--- src/rtl/camerica_pkg.sv ---
// Shared types and mapper-number constants for the Camerica/discrete-latch mapper.
package camerica_pkg;

  typedef enum logic [1:0] {M2, M71, M232} mode_e;
  typedef enum logic [1:0] {IDLE, FETCH, COMMIT} state_e;

  localparam logic [7:0] MAPPER_UXROM    = 8'd2;
  localparam logic [7:0] MAPPER_CAMERICA = 8'd71;
  localparam logic [7:0] MAPPER_QUATTRO  = 8'd232;

  // Unknown mapper numbers fall back to plain UxROM behaviour.
  function automatic mode_e decode_mode(input logic [7:0] num);
    if (num == MAPPER_QUATTRO)       return M232;
    else if (num == MAPPER_CAMERICA) return M71;
    else                             return M2;
  endfunction

endpackage

--- src/rtl/camerica_conflict_fetch.sv ---
// Write capture and optional bus-conflict fetch: turns an accepted CPU write into a
// commit pulse carrying the effective (optionally ROM-ANDed) data.
module camerica_conflict_fetch
  import camerica_pkg::*;
#(
  parameter int BUS_CONFLICT = 1,
  parameter int TIMEOUT      = 15
) (
  input  logic        i_clk,
  input  logic        i_reset_n,
  input  logic        i_wr_accept,
  input  logic [1:0]  i_wr_sel,
  input  logic [7:0]  i_din,
  input  logic [21:0] i_addr,
  input  logic        i_cfl_ack,
  input  logic [7:0]  i_cfl_data,
  output logic        o_cfl_req,
  output logic [21:0] o_cfl_addr,
  output logic        o_busy,
  output logic        o_wr_drop,
  output logic        o_commit,
  output logic [1:0]  o_commit_sel,
  output logic [7:0]  o_commit_data
);

  localparam int CW = (TIMEOUT < 1) ? 1 : $clog2(TIMEOUT + 1);

  generate
    if (BUS_CONFLICT != 0) begin : g_conflict
      state_e          r_state;
      logic [CW-1:0]   r_cnt;
      logic            r_req;
      logic            r_busy;
      logic            r_wr_drop;
      logic [1:0]      r_sel;
      logic [7:0]      r_din;
      logic [7:0]      r_eff;
      logic [21:0]     r_addr;

      // An ack that coincides with the timeout takes priority, so the merged value wins.
      always_ff @(posedge i_clk or negedge i_reset_n) begin
        if (!i_reset_n) begin
          r_state   <= IDLE;
          r_cnt     <= '0;
          r_req     <= 1'b0;
          r_busy    <= 1'b0;
          r_wr_drop <= 1'b0;
          r_sel     <= '0;
          r_din     <= '0;
          r_eff     <= '0;
          r_addr    <= '0;
        end else begin
          r_wr_drop <= i_wr_accept && (r_state != IDLE);
          case (r_state)
            IDLE: begin
              if (i_wr_accept) begin
                r_state <= FETCH;
                r_req   <= 1'b1;
                r_busy  <= 1'b1;
                r_cnt   <= '0;
                r_sel   <= i_wr_sel;
                r_din   <= i_din;
                r_addr  <= i_addr;
              end
            end
            FETCH: begin
              if (i_cfl_ack) begin
                r_state <= COMMIT;
                r_req   <= 1'b0;
                r_eff   <= r_din & i_cfl_data;
              end else if (r_cnt == CW'(TIMEOUT)) begin
                r_state <= COMMIT;
                r_req   <= 1'b0;
                r_eff   <= r_din;
              end else begin
                r_cnt <= r_cnt + 1'b1;
              end
            end
            COMMIT: begin
              r_state <= IDLE;
              r_busy  <= 1'b0;
              r_cnt   <= '0;
            end
            default: r_state <= IDLE;
          endcase
        end
      end

      assign o_cfl_req     = r_req;
      assign o_cfl_addr    = r_addr;
      assign o_busy        = r_busy;
      assign o_wr_drop     = r_wr_drop;
      assign o_commit      = (r_state == COMMIT);
      assign o_commit_sel  = r_sel;
      assign o_commit_data = r_eff;
    end else begin : g_direct
      logic w_unused;
      assign w_unused      = ^{i_clk, i_reset_n, i_addr, i_cfl_ack, i_cfl_data};
      assign o_cfl_req     = 1'b0;
      assign o_cfl_addr    = '0;
      assign o_busy        = 1'b0;
      assign o_wr_drop     = 1'b0;
      assign o_commit      = i_wr_accept;
      assign o_commit_sel  = i_wr_sel;
      assign o_commit_data = i_din;
    end
  endgenerate

endmodule

--- src/rtl/camerica_latch_mapper.sv ---
// Camerica/discrete-latch mapper (iNES 71, 232, 2): bank registers, PRG/CHR address
// generation and nametable selection.
module camerica_latch_mapper
  import camerica_pkg::*;
#(
  parameter int         PRG_BITS     = 8,
  parameter int         BUS_CONFLICT = 1,
  parameter int         TIMEOUT      = 15,
  parameter logic [8:0] CHR_BASE     = 9'h100
) (
  input  logic                i_clk,
  input  logic                i_reset_n,
  input  logic                i_ce,
  input  logic [31:0]         i_flags,
  input  logic [PRG_BITS-1:0] i_prg_bank_mask,
  input  logic [15:0]         i_prg_ain,
  input  logic                i_prg_read,
  input  logic                i_prg_write,
  input  logic [7:0]          i_prg_din,
  output logic [21:0]         o_prg_aout,
  output logic                o_prg_allow,
  input  logic [13:0]         i_chr_ain,
  output logic [21:0]         o_chr_aout,
  output logic                o_chr_allow,
  output logic                o_vram_a10,
  output logic                o_vram_ce,
  output logic                o_cfl_req,
  output logic [21:0]         o_cfl_addr,
  input  logic                i_cfl_ack,
  input  logic [7:0]          i_cfl_data,
  output logic                o_busy,
  output logic                o_wr_drop
);

  localparam logic [7:0] LOW_MASK = 8'((1 << PRG_BITS) - 1);

  logic [7:0]          r_inner;
  logic [1:0]          r_outer;
  logic                r_ciram_sel;
  mode_e               w_mode;
  logic                w_wr_accept;
  logic                w_commit;
  logic [1:0]          w_commit_sel;
  logic [7:0]          w_commit_data;
  logic [7:0]          w_bank8;
  logic [PRG_BITS-1:0] w_bank;
  logic                w_unused;

  assign w_mode      = decode_mode(i_flags[7:0]);
  assign w_wr_accept = i_ce && i_prg_write && i_prg_ain[15];
  assign w_unused    = ^{i_prg_read, i_flags[31:16], i_flags[13:8], w_bank8};

  camerica_conflict_fetch #(
    .BUS_CONFLICT (BUS_CONFLICT),
    .TIMEOUT      (TIMEOUT)
  ) u_fetch (
    .i_clk         (i_clk),
    .i_reset_n     (i_reset_n),
    .i_wr_accept   (w_wr_accept),
    .i_wr_sel      (i_prg_ain[14:13]),
    .i_din         (i_prg_din),
    .i_addr        (o_prg_aout),
    .i_cfl_ack     (i_cfl_ack),
    .i_cfl_data    (i_cfl_data),
    .o_cfl_req     (o_cfl_req),
    .o_cfl_addr    (o_cfl_addr),
    .o_busy        (o_busy),
    .o_wr_drop     (o_wr_drop),
    .o_commit      (w_commit),
    .o_commit_sel  (w_commit_sel),
    .o_commit_data (w_commit_data)
  );

  // Inner is kept 8 bits wide so the Quattro 2-bit update works for any PRG_BITS.
  always_ff @(posedge i_clk or negedge i_reset_n) begin
    if (!i_reset_n) begin
      r_inner     <= '0;
      r_outer     <= '0;
      r_ciram_sel <= 1'b0;
    end else if (w_commit) begin
      case (w_mode)
        M232: begin
          if (!w_commit_sel[1]) r_outer <= w_commit_data[4:3];
          else                  r_inner[1:0] <= w_commit_data[1:0];
        end
        M71: begin
          if (w_commit_sel[1])       r_inner <= w_commit_data & LOW_MASK;
          else if (!w_commit_sel[0]) r_ciram_sel <= w_commit_data[4];
        end
        default: r_inner <= w_commit_data & LOW_MASK;
      endcase
    end
  end

  always_comb begin
    w_bank8 = 8'hFF;
    if (!i_prg_ain[14]) w_bank8 = (w_mode == M232) ? {4'b0, r_outer, r_inner[1:0]} : r_inner;
    else if (w_mode == M232) w_bank8 = {4'b0, r_outer, 2'b11};
  end

  assign w_bank      = w_bank8[PRG_BITS-1:0] & i_prg_bank_mask;
  assign o_prg_aout  = {8'(w_bank), i_prg_ain[13:0]};
  assign o_prg_allow = i_prg_ain[15] && !i_prg_write;
  assign o_chr_aout  = {CHR_BASE, i_chr_ain[12:0]};
  assign o_chr_allow = i_flags[15];
  assign o_vram_a10  = i_flags[14] ? i_chr_ain[10] : r_ciram_sel;
  assign o_vram_ce   = i_chr_ain[13];

endmodule

--- config.mk ---
export PLATFORM = sky130hd
export DESIGN_NAME = camerica_latch_mapper
export DESIGN_NICKNAME = d
export VERILOG_FILES = /design/src/rtl/camerica_pkg.sv /design/src/rtl/camerica_conflict_fetch.sv /design/src/rtl/camerica_latch_mapper.sv
export SDC_FILE = /design/constraint.sdc
export NUM_CORES = 1
export LEC_CHECK = 0
export BUFFER_PORTS_ARGS = -buffer_cell sky130_fd_sc_hd__buf_2
export CAP_MARGIN = 10
export CORE_MARGIN = 5
export CORE_UTILIZATION = 44
export DETAILED_ROUTE_END_ITERATION = 10
export PLACE_DENSITY = 0.89
export SETUP_SLACK_MARGIN = 0.1
export SLEW_MARGIN = 20
export SYNTH_ARGS = -nofsm -noshare
export SYNTH_HDL_FRONTEND = slang
export SYNTH_SLANG_ARGS = --single-unit
--- constraint.sdc ---
create_clock -name i_clk -period 1.85 [get_ports i_clk]
set_input_delay 0.2775 -clock i_clk [delete_from_list [all_inputs] [get_ports i_clk]]
set_output_delay 0.2775 -clock i_clk [all_outputs]
set_load 0.02 [all_outputs]
; After elaboration in Yosys (flattened, before gate mapping)
; Index checks and enable logic that the tools add are counted.
[classes]
n_bitwise = 5
n_shift = 0
div_mod_pow = 0
n_eq_ne = 13
magnitude_cmp = 0
add_sub_neg = 1
multipliers = 0
muxes = 25
n_reduce_logical = 21
[op_table]
columns = op, count
row1 = $mux 8, 6
row2 = $and 8x8->8, 2
row3 = $mux 4, 3
row4 = $pmux 4 s3, 1
row5 = $pmux 6 s2, 1
row6 = $reduce_and 3->1, 4
row7 = $mux 2, 5
row8 = $eq 8x7->1 const B, 1
row9 = $eq 8x8->1 const B, 1
row10 = $pmux 2 s2, 2
row11 = $reduce_and 2->1, 4
row12 = $reduce_and 4->1, 2
row13 = $reduce_bool 2->1, 4
row14 = $ne 2x1->1 const B, 3
row15 = $mux 1, 5
row16 = $add 4x1->4 const B, 1
row17 = $eq 2x1->1 const B, 2
row18 = $eq 2x2->1 const B, 2
row19 = $eq 4x4->1 const B, 1
row20 = $logic_and 1x1->1, 4
row21 = $ne 2x2->1 const B, 2
row22 = $pmux 1 s2, 2
row23 = $ne 3x2->1 const B, 1
row24 = $not 1->1, 3
row25 = 3 further kinds, 3
[totals]
output_inout_bits = 73
mem_bits_ro = 0
n_memories = 0
input_bits = 92
elab_cells = 78
mem_bits_rw = 0
regBits = 60
latch_bits = 0

; Logic depth before layout (Yosys ltp)
[depth]
ltp_word = 7
depth_mapped = 6
ltp_nobuf = 5

; Hierarchy
; From an unflattened synthesis, not the netlist that was laid out.
[hier_totals]
hier_cells = 239
hier_area_um2 = 3100.5
[modules_own_cells]
columns = module, seq_area_each_um2, area_per_inst_um2, cells_each, instances
row1 = camerica_conflict_fetch, 1226.2, 2128.3, 147, 1
row2 = camerica_latch_mapper, 275.3, 972.2, 92, 1

; Worst setup path before layout
; OpenSTA, ideal clock, no wires.
[synth_path]
path_kind = register to register
start = register u_fetch.g_conflict.r_cnt[0]
end = register u_fetch.g_conflict.r_eff[5], in the netlist u_fetch.o_commit_data[5]
synth_period_minus_slack_ns = 1.502
path_buffers = 1
t_required_ns = 1.726
stages_incl_launch_ff = 6
setup_time_ns = 0.124
arrival_ns = 1.378
slack_ns = 0.348
cell_sequence = dfrtp_1 > ha_1 > and3_1 > o21ai_1 > buf_2 > o21ai_1
[synth_between]
elab_chain_cells = 3
[synth_rtl]
columns = item, line_no
row1 = start: declaration, camerica_conflict_fetch.sv:31  ; logic [CW-1:0] r_cnt;
row2 = start signal: assignment, camerica_conflict_fetch.sv:76  ; r_cnt <= r_cnt + 1'b1;
row3 = $eq 4x4->1, camerica_conflict_fetch.sv:71  ; end else if (r_cnt == CW'(TIMEOUT)) begin
row4 = $reduce_bool 2->1 (no line), --
row5 = $reduce_and 2->1 (no line), --
row6 = end signal: assignment, camerica_conflict_fetch.sv:70  ; r_eff <= r_din & i_cfl_data;
row7 = end signal: assignment, camerica_conflict_fetch.sv:74  ; r_eff <= r_din;
row8 = end: declaration, camerica_conflict_fetch.sv:37  ; logic [7:0] r_eff;
; No other way between the ends.
; A chain may end at the register's enable or synchronous reset.

; Worst setup path after layout
[layout_path]
start = input port i_flags[2]
end = output port o_prg_aout[16]
[layout_between]
elab_chain_cells = 7
elab_cells_between_ends = 9
classes_between = 3 x eq/ne / 5 x mux / 1 x bitwise
[layout_rtl]
columns = item, line_no
row1 = start: declaration, camerica_latch_mapper.sv:14  ; input logic [31:0] i_flags,
row2 = $eq 8x7->1, camerica_pkg.sv:14  ; else if (num == MAPPER_CAMERICA) return M71;
row3 = $mux 1, camerica_pkg.sv:14
row4 = $mux 2 *, camerica_pkg.sv:13  ; if (num == MAPPER_QUATTRO) return M232;
row5 = $eq 2x2->1 *, "camerica_latch_mapper.sv:97, camerica_latch_mapper.sv:98"
row6 = $mux 8 (on tied branches), "camerica_latch_mapper.sv:97, camerica_latch_mapper.sv:98"
row7 = $mux 8 *, camerica_latch_mapper.sv:97  ; if (!i_prg_ain[14]) w_bank8 = (w_mode == M232) ? {4'b0, r_outer, r_inner[1:0]} : r_inner;
row8 = $and 8x8->8 *, camerica_latch_mapper.sv:101  ; assign w_bank = w_bank8[PRG_BITS-1:0] & i_prg_bank_mask;
row9 = end: declaration, camerica_latch_mapper.sv:20  ; output logic [21:0] o_prg_aout,
; Mark *: on every way between the ends. The rest lies on a longest branch, timed or not.

==> results.sh <==
export IMPL_die_w_um=91.26
export IMPL_p_leak_nw=1.911
export IMPL_clock_path_buffers=2
export IMPL_cp_cell_sequence="buf_2 -> and4bb_1 -> nand4b_4 -> mux2i_1 -> buf_2"
export IMPL_p_per_area_nw_per_um2=1200
export IMPL_yosysSeqAreaShare=0.5082
export IMPL_drc=0
export IMPL_vdd_ir_drop_worst_v=0.0007933
export IMPL_grt_usage=0.1483
export IMPL_status="finished, final reports clean"
export IMPL_layout_worst_path_cycle_share=0.8861
export IMPL_nFillCells=560
export IMPL_drive_gt1_frac=0.4984
export IMPL_hp_class="in2reg"
export IMPL_path_clk_slew_ns=0.07
export IMPL_syn2layout_area_growth_pct=19.85
export IMPL_period_needed_ns=1.639
export IMPL_cpMaxStageDelayCell="and4bb_1"
export IMPL_setup_viol=0
export IMPL_first_global_vias=2070
export IMPL_drv_cap=0
export IMPL_antenna_cells=0
export IMPL_cpLargestDelayFamily="simple AND/OR/NAND/NOR gates"
export IMPL_vias=1921
export IMPL_final_net_count=407
export IMPL_dp_hpwl_um=4732
export IMPL_path_max_fanout=9
export IMPL_fmax_mhz=610.0
export IMPL_cp_required_ns=1.57
export IMPL_tightest_slew_ns=0.5033
export IMPL_ys_async_sr_fraction=1.000
export IMPL_clock_skew_ns=0.01037
export IMPL_antenna_found_initial=0
export IMPL_pwr_share_clk=0.280
export IMPL_ys_types=39
export IMPL_drt_first_pass_iters=4
export IMPL_avgSynthCellArea_sq_um=12.58
export IMPL_cp_slowest_stage_delay_ns=0.31
export IMPL_worst_path_stages=5
export IMPL_drt_iter0_markers=54
export IMPL_wl_per_cell_um=15.49
export IMPL_crit_buf_inv=2
export IMPL_synth_area_leaders="dfrtp_1 51%, mux2_4 13%, buf_4 10%, mux2_1 5.4%, o21ai_0 3.1%"
export IMPL_p_int_mw=2.821
export IMPL_timing_slew_headroom=0.6645
export IMPL_yosysTopAreaCellShare=0.5082
export IMPL_synth_largest_area_cell="dfrtp_1"
export IMPL_grt_max_degree=39
export IMPL_clock_sinks=59
export IMPL_numPortBuffers=104
export IMPL_grt_pass1_wl_um=9998
export IMPL_synth_area_sq_um=2905
export IMPL_synth_common_cells="59 x dfrtp_1, 39 x buf_4, 26 x mux2_4, 18 x o21ai_0, 16 x nand2_1"
export IMPL_rsz0062_at_grt="false"
export IMPL_detail_route_vias_per_cell=4.851
export IMPL_finalHoldViolations=0
export IMPL_r2r_end="u_fetch.g_conflict.r_din[7]"
export IMPL_cts_setup_buffers=0
export IMPL_drv_slew=0
export IMPL_crit_type="in2out"
export IMPL_synthCells=231
export IMPL_synth_ff_type="dfrtp_1"
export IMPL_final_antenna_net_count=0
export IMPL_insertion_delay_ns=0.33
export IMPL_cts_tree="built"
export IMPL_cp_endpoint="o_prg_aout[16]"
export IMPL_placed_cell_area_sq_um=3266
export IMPL_yosysMostFrequentCell="dfrtp_1"
export IMPL_io_pins=165
export IMPL_final_area_sq_um=3482
export IMPL_critPathLaunchType="input port"
export IMPL_yosys_warnings=0
export IMPL_gp_congestion=0.7480
export IMPL_pwr_share_seq=0.450
export IMPL_start_util=0.4549
export IMPL_grt_overflow=0
export IMPL_core_sq_um=6386
export IMPL_p_comb_frac=0.269
export IMPL_numCtsBuffers=9
export IMPL_worst_hold_slack_ns=0.1767
export IMPL_r2r_cells=3
export IMPL_setup_tns_final_ns=0
export IMPL_p_switching_mw=1.359
export IMPL_reg2reg_setup_slack_ns=0.21
export IMPL_arrival_ns=1.36
export IMPL_crit_path_end_kind="output pin"
export IMPL_crit_top_cell="buf_2"
export IMPL_swShare=0.3252
export IMPL_clock_root_buffer="clkbuf_8"
export IMPL_dieArea_sq_um=8328
export IMPL_ys_ff_latch=59
export IMPL_wl_um=6133
export IMPL_final_core_util=0.5453
export IMPL_fp_dieH_um=91.26
export IMPL_crit_start="i_flags[2]"
export IMPL_reg2reg_from="u_fetch.g_conflict.r_state[0]"
export IMPL_num_rows=29
export IMPL_ctsHtreeMaxLevel=3
export IMPL_synth_edf_count=0
[cell usage in the layout, fill, tap and decap left out, types with 2 or more instances in the layout]
cell type	n
buf_12	2
buf_2	104
buf_4	3
clkbuf_8	9
clkinvlp_4	2
conb_1	9
dfrtp_1	59
inv_1	5
inv_6	2
mux2_1	14
mux2_2	3
mux2_4	26
mux2i_1	2
nand2_1	16
nand3_1	3
nor2_1	3
nor2b_1	3
nor3_1	2
o211a_1	4
o21a_1	3
o21ai_0	18
o21ai_1	4
[worst min path at each step]
stage | start | end | slack, ns | cells after the start
6_report | i_prg_din[5] | u_fetch.g_conflict.r_din[5] | 0.18 | 2
5_1_grt | i_prg_din[5] | u_fetch.g_conflict.r_din[5] | 0.17 | 2
2_1_floorplan | i_reset_n | r_ciram_sel | -0.02 | 0
4_1_cts | i_prg_din[5] | u_fetch.g_conflict.r_din[5] | 0.16 | 2
3_5_place_dp | i_reset_n | u_fetch.o_cfl_addr[5] | 0.27 | 1
3_3_place_gp | i_reset_n | u_fetch.o_cfl_addr[6] | 0.27 | 1
[final cells by class]
class / count / area, sq um / share of cell area
Sequential cell: 59 / 1476 / 0.4240
Multi-Input combinational cell: 129 / 1097 / 0.3151
Timing Repair Buffer: 110 / 593.1 / 0.1703
Clock buffer: 9 / 123.9 / 0.03557
Tap cell: 77 / 96.34 / 0.02767
Clock inverter: 7 / 76.32 / 0.02192
Inverter: 5 / 18.77 / 0.005390
[flip-flops by register name, indices dropped and copies added (netlist names), 2 cells and up]
signal	count
u_fetch.g_conflict.r_state	2
r_inner	8
u_fetch.g_conflict.r_din	8
u_fetch.g_conflict.r_cnt	4
u_fetch.o_commit_data	8
r_outer	2
u_fetch.o_cfl_addr	22
[power by group through the flow]
stage	clock network, mW	registers, mW	logic (mW)
after CTS	1.21	1.88	1.15
after global placement	0	1.87	1.10
final	1.17	1.88	1.13
after floorplan	0	2.02	0.668
after detailed placement	0	1.90	1.14
after global routing	1.27	1.93	1.23
[repair_timing]
action,in CTS,in global routing
resized for setup,0,1
hold endpoints to repair,21,0
hold buffers,1,0
endpoints found under the setup margin,0,8
[stage by stage]
step | worst slack [ns] | cells | power, mW
after global placement | 0.2066 | 379 | 2.975
final | 0.2107 | 396 | 4.180
after CTS | 0.1359 | 396 | 4.240
after floorplan | 0.3485 | 238 | 2.684
after detailed placement | 0.1256 | 379 | 3.043
after global routing | 0.1173 | 396 | 4.423
[cells by family (layout without fill, tap and decap cells)]
kind of cell	after synthesis	after routing	share of synthesized area
compound gates	33	33	0.06891
xor+xnor	1	1	0.003015
fa+ha+maj	1	1	0.004306
buf+inv	50	131	0.1258
flops	59	59	0.5082
mux	45	45	0.2071
other cells	2	9	0.002585
simple gates	40	40	0.08011
[per-layer routing]
metal	vias up	wire length, um	share of wire	global-route usage
met1	932	2382	0.39	0.1651
met4	0	100	0.016	0.06968
met3	12	311	0.051	0.03306
met2	60	3339	0.54	0.2668
li1	917	-	-	-
met5	-	0	0	0
No activity file was read; power rests on OpenSTA's default activity.
